`config.mk`:
```
export PLATFORM = sky130hd
export DESIGN_NAME = data_memory_lsu
export DESIGN_NICKNAME = d
export VERILOG_FILES = /design/src/rtl/data_memory_lsu.sv
export SDC_FILE = /design/constraint.sdc
export NUM_CORES = 2
export LEC_CHECK = 0
export ABC_AREA = 1
export ABC_CLOCK_PERIOD_IN_PS = 6100
export BUFFER_PORTS_ARGS = -buffer_cell sky130_fd_sc_hd__clkbuf_2
export CORE_MARGIN = 1.5
export CORE_UTILIZATION = 56
export CTS_BUF_LIST = sky130_fd_sc_hd__clkbuf_4 sky130_fd_sc_hd__clkbuf_8 sky130_fd_sc_hd__clkbuf_16
export DETAILED_ROUTE_END_ITERATION = 6
export PLACE_DENSITY_LB_ADDON = 0.05
export SLEW_MARGIN = 20
export SYNTH_ARGS = -nofsm -noshare
export SYNTH_HDL_FRONTEND = slang
export SYNTH_SLANG_ARGS = --single-unit
```
`constraint.sdc`:
```
create_clock -name CLK -period 6.1 [get_ports CLK]
set_input_delay 0 -clock CLK [delete_from_list [all_inputs] [get_ports CLK]]
set_output_delay 0 -clock CLK [all_outputs]
set_load 0.02 [all_outputs]
```
`src/rtl/data_memory_lsu.sv`:
```
// data_memory_lsu: byte-addressed RISC-V data memory with REQ/READY handshake, wait states and fault checks
module data_memory_lsu #(
  parameter int Data_Mem_width  = 32,
  parameter int Data_Mem_length = 64,
  parameter int ADDR_WIDTH      = 32,
  parameter int WAIT_STATES     = 0
) (
  input  logic                  CLK,
  input  logic                  RST_n,
  input  logic                  REQ,
  input  logic                  WE,
  input  logic [2:0]            SIZE,
  input  logic [ADDR_WIDTH-1:0] A,
  input  logic [31:0]           WD,
  output logic [31:0]           RD,
  output logic                  READY,
  output logic                  BUSY,
  output logic                  FAULT
);
  localparam int IW = $clog2(Data_Mem_length);
  if (Data_Mem_width != 32) begin : g_bad_width
    $error("data_memory_lsu: Data_Mem_width must be 32");
  end
  typedef enum logic [1:0] {S_IDLE, S_WAIT, S_RESP} state_t;
  state_t                state;
  logic                  we_q;
  logic [2:0]            size_q;
  logic [ADDR_WIDTH-1:0] a_q;
  logic [31:0]           wd_q;
  logic [7:0]            cnt;
  logic [31:0]           mem [Data_Mem_length];
  logic                  idle, commit, s_we, fault_c;
  logic [2:0]            s_size;
  logic [ADDR_WIDTH-1:0] s_a;
  logic [31:0]           s_wd, word, ld, wdat;
  logic [IW-1:0]         idx;
  logic [7:0]            b;
  logic [15:0]           h;
  logic [3:0]            be;
  // With zero wait states the commit happens on the accept edge, so decode from the live inputs.
  assign idle   = state == S_IDLE;
  assign commit = idle ? REQ && WAIT_STATES == 0 : state == S_WAIT && cnt == 8'd0;
  assign s_we   = idle ? WE : we_q;
  assign s_size = idle ? SIZE : size_q;
  assign s_a    = idle ? A : a_q;
  assign s_wd   = idle ? WD : wd_q;
  assign idx    = s_a[IW+1:2];
  assign word   = mem[idx];
  always_comb begin
    fault_c = s_a >= ADDR_WIDTH'(4 * Data_Mem_length)
           || s_size inside {3'b011, 3'b110, 3'b111}
           || (s_we && s_size[2])
           || (s_size[1:0] == 2'b01 && s_a[0])
           || (s_size == 3'b010 && s_a[1:0] != 2'b00);
    b    = word[{s_a[1:0], 3'b000} +: 8];
    h    = s_a[1] ? word[31:16] : word[15:0];
    ld   = s_size[1:0] == 2'b00 ? {{24{~s_size[2] & b[7]}}, b}
         : s_size[1:0] == 2'b01 ? {{16{~s_size[2] & h[15]}}, h} : word;
    be   = s_size[1:0] == 2'b00 ? 4'b0001 << s_a[1:0]
         : s_size[1:0] == 2'b01 ? (s_a[1] ? 4'b1100 : 4'b0011) : 4'b1111;
    wdat = s_size[1:0] == 2'b00 ? {4{s_wd[7:0]}}
         : s_size[1:0] == 2'b01 ? {2{s_wd[15:0]}} : s_wd;
  end
  always_ff @(posedge CLK or negedge RST_n) begin
    if (!RST_n) begin
      state  <= S_IDLE;
      we_q   <= 1'b0;
      size_q <= 3'b000;
      a_q    <= '0;
      wd_q   <= '0;
      cnt    <= 8'd0;
      RD     <= 32'd0;
      READY  <= 1'b0;
      BUSY   <= 1'b0;
      FAULT  <= 1'b0;
      for (int i = 0; i < Data_Mem_length; i++) mem[i] <= 32'd0;
    end else begin
      READY <= state == S_RESP;
      BUSY  <= (idle && REQ) || !idle;
      if (idle && REQ) begin
        we_q   <= WE;
        size_q <= SIZE;
        a_q    <= A;
        wd_q   <= WD;
        cnt    <= 8'(WAIT_STATES - 1);
        state  <= WAIT_STATES == 0 ? S_RESP : S_WAIT;
      end else if (state == S_WAIT) begin
        cnt   <= cnt - 8'd1;
        state <= cnt == 8'd0 ? S_RESP : S_WAIT;
      end else if (state == S_RESP) begin
        state <= S_IDLE;
      end
      if (commit) begin
        FAULT <= fault_c;
        RD    <= fault_c || s_we ? 32'd0 : ld;
        if (s_we && !fault_c)
          for (int i = 0; i < 4; i++)
            if (be[i]) mem[idx][8*i +: 8] <= wdat[8*i +: 8];
      end
    end
  end
endmodule

```
==> impl_results.md <==
* Outcome: finished, final reports clean
* RD Place Congestion at 0.957
* Worst-path cell chain: inv_1 -> ha_4 -> nand2_1 -> nand2_4 -> buf_12 -> buf_4 -> nand2_1 -> nand3_1 -> nand2_1 -> o21ai_0 -> nand2_1 -> nor2_1 -> nand2_1 -> nand2_1 -> nand2_1 -> o21ai_4 -> nand2_1 -> o21ai_0
* Die footprint at 195000 um2
* Initial antenna violation count at 18
* EDFF count, synth at 0
* R2r startpoint: state[0]
* Global-route wire length before repair at 613000 um
* P_int at 29.7 mW
* Clk network pwr share at 0.243
* Filler cells at 16900
* FF-to-FF path depth at 18
* Top_reg_cell synth: dfrtp_1
* Sequential fraction of design power at 0.245
* Logic pwr share at 0.512
* Hold Vio Cnt, Final at 0
* Mapped Nets at 14900
* Max frequency at 193 MHz
* Height of the die at 441 um
* Area of the multi-input gates at 48600 um2
* Sum of negative setup slack at 0 ps
* H-tree levels at 4
* DRT Pass-1 Iters at 7
* Root Driver: clkbuf_16
* Tot GR Track Use at 0.413
* Die X at 441 um
* Hold Crit Class: input pin to flip-flop
* Worst Hold Depth at 6
* Placed instance count at 16700
* Vias/cell at 6.04
* Critical Path AT at 5980 ps
* Synth cell count leaders: 5473 x nand2_1, 2161 x dfrtp_1, 1940 x nand3_1, 1927 x nor2_1, 1696 x o21ai_0
* Crit end category: flip-flop
* Worst Max-Slew Pin Slew at 1290 ps
* Clock tree sinks at 2161
* Largest net degree at the start of global routing at 167
* Reg-to-Reg End: RD[9]
* Max incr delay on CP at 600 ps
* Hold WS at 392 ps
* CP Class: flip-flop to flip-flop
* Most common cell on crit path: nand2_1
* WP data required at 6900 ps
* Starting DRT DRC Count at 13000
* Initial Utilization at 0.565
* ANT nets after route at 0
* Yosys reg bits at 2161
* Layout area overhead at 12.4%
* Final Setup Violations at 0
* Avg WL per Cell at 23.4 um
* Register area at 54100 um2
* Final #Nets at 14700
* Area contributors post-synth: dfrtp_1 50%, nand2_1 19%, nand3_1 9.0%
* Unrepaired setup endpoints after global routing: no
* Slew HR at 0.134
* Crit path buf inv count at 3
* IO Count at 106
* Avg Inst Size Synth at 7.24 um2
* Startpoint types: flip-flop
* Later-pin clock latency in the skew report at 900 ps
* Power density over the cells at 497 nW/um2
* Maximum VDD drop at 781 uV
* Clock Pin Slew Worst Setup and Hold Paths at 70 ps
* Leading area contributor after synthesis: dfrtp_1
* Core area at 191000 um2
* Row cnt at 160
* CP Max Fanout at 35
* Total grt overflow at 0
* Post-CTS Setup Bufs at 0
* Post-Syn Area at 108000 um2
* Critical path depth in cells at 18
* Cells after Synth at 14900
* WHS Endpoint: mem[1508]
* # DRC at 0
* Final non-filler cell total at 17300
* Fin. max-slew vios at 0
* Period utilisation layout at 0.851
* CTS Buf Count at 227
* Leakage power at 61.2 nW
* Post-synth ARST share at 1.00
* Via count at 105000
* Min-delay src: WD[4]
* Switching share of power at 0.506
* Synth warn at 0
* Worst reg2reg setup slack at 910 ps
* Sequential share of the synthesized area at 0.502
* Total Wirelength at 405000 um
* CTS tree: done
* Cell variety after synth at 32
* Period minus WS final at 5190 ps
* Top-count cell post-synth: nand2_1
* Final setup skew at 32.5 ps
* Top cell type's share of synthesized area at 0.502
* Deepest clock path buffer count at 3
* Critical Path Slowest Stage Cell: nand2_4
* Crit-path leading delay family: simple AND/OR/NAND/NOR gates
* Vias in the first global route at 97800
* Layout cells sized above 1 at 0.0730
* Hpwl dp at 249000 um
* IO Port Bufs at 105
* Max-Cap Viols at 0
* Switch Pwr at 30.4 mW
[cells by family (layout without fill, tap and decap cells)]
group	Yosys count	after routing	synth area share
other cells	0	11	0
fa+ha+maj	4	4	0.000465
simple gates	9420	9420	0.353
flops	2161	2161	0.502
compound gates	1956	1956	0.0916
buf+inv	1329	1259	0.0525
[worst max path at each step]
stage,start,to,slack (ps)
floorplan,state[0],mem[1872],3330
global placement,state[0],RD[31],920
detailed placement,state[0],RD[31],870
CTS,state[0],RD[31],860
global route,state[0],mem[793],800
finish,state[0],RD[9],910
[stage by stage]
stage / util / setup WS, ps / area (um2) / power, mW
after floorplan: - / 3330 / 108000 / 30.7
after global placement: 0.583 / 916 / 111000 / 43.8
after global routing: 0.635 / 800 / 121000 / 62.1
after CTS: 0.634 / 863 / 121000 / 58.7
after detailed placement: 0.583 / 868 / 111000 / 43.8
final: 0.635 / 912 / 121000 / 60.1
[power groups by stage]
stage	sequential (mW)	combinational, mW	clock (mW)
detailed placement	14.9	28.9	0
global placement	14.9	28.9	0
floorplan	14.9	15.8	0
CTS	14.7	29.3	14.7
global route	14.7	32.1	15.3
finish	14.7	30.8	14.6
[worst reg2reg max path: stages, from the launching register on]
cell,delay (ps)
dfrtp_1,400
inv_1,140
ha_4,490
nand2_1,200
nand2_4,600
buf_12,390
buf_4,330
nand2_1,90
nand3_1,150
nand2_1,70
o21ai_0,360
nand2_1,330
nor2_1,170
nand2_1,200
nand2_1,120
nand2_1,90
o21ai_4,460
nand2_1,290
o21ai_0,230
[routing by layer]
layer / part of all wire / track usage
met4: 0.048 / 0.189
met1: 0.40 / 0.581
met2: 0.43 / 0.598
met3: 0.12 / 0.106
met5: 0.00021 / 0
[area by class of cell]
cell class              count  share of cell area
diodes                     11            0.000228
clock buffers             358              0.0590
clock inverters            55             0.00604
inverters                 136             0.00428
multi-input cells       11400               0.402
flip-flops and latches   2161               0.447
well taps                2511              0.0260
repair buffers            710              0.0557
[flip-flops by register name, summed over array words and instances, names as in the netlist]
register  count
mem        2048
a_q          32
we_q          1
FAULT         1
size_q        3
RD           32
BUSY          1
wd_q         32
READY         1
cnt           8
state         2
[cell usage in the layout, fill, tap and decap left out, types with 64 or more instances in the layout]
cell | Yosys | final
buf_12 | 0 | 90
a21oi_1 | 75 | 71
dfrtp_1 | 2161 | 2161
clkbuf_2 | 0 | 104
nand2_1 | 5473 | 5463
nand3_1 | 1940 | 1940
dlygate4sd3_1 | 0 | 192
o21ai_0 | 1696 | 1691
inv_1 | 126 | 125
nor2_2 | 3 | 66
clkbuf_16 | 0 | 231
buf_4 | 25 | 321
clkbuf_8 | 0 | 64
nor2_1 | 1927 | 1859
o21ai_1 | 169 | 154
[what timing repair did]
item	in CTS	in global routing
resized for setup	0	0
hold buffers	193	0
endpoints found under the hold margin	997	0
Note: power is estimated with default switching activity, not from simulation.
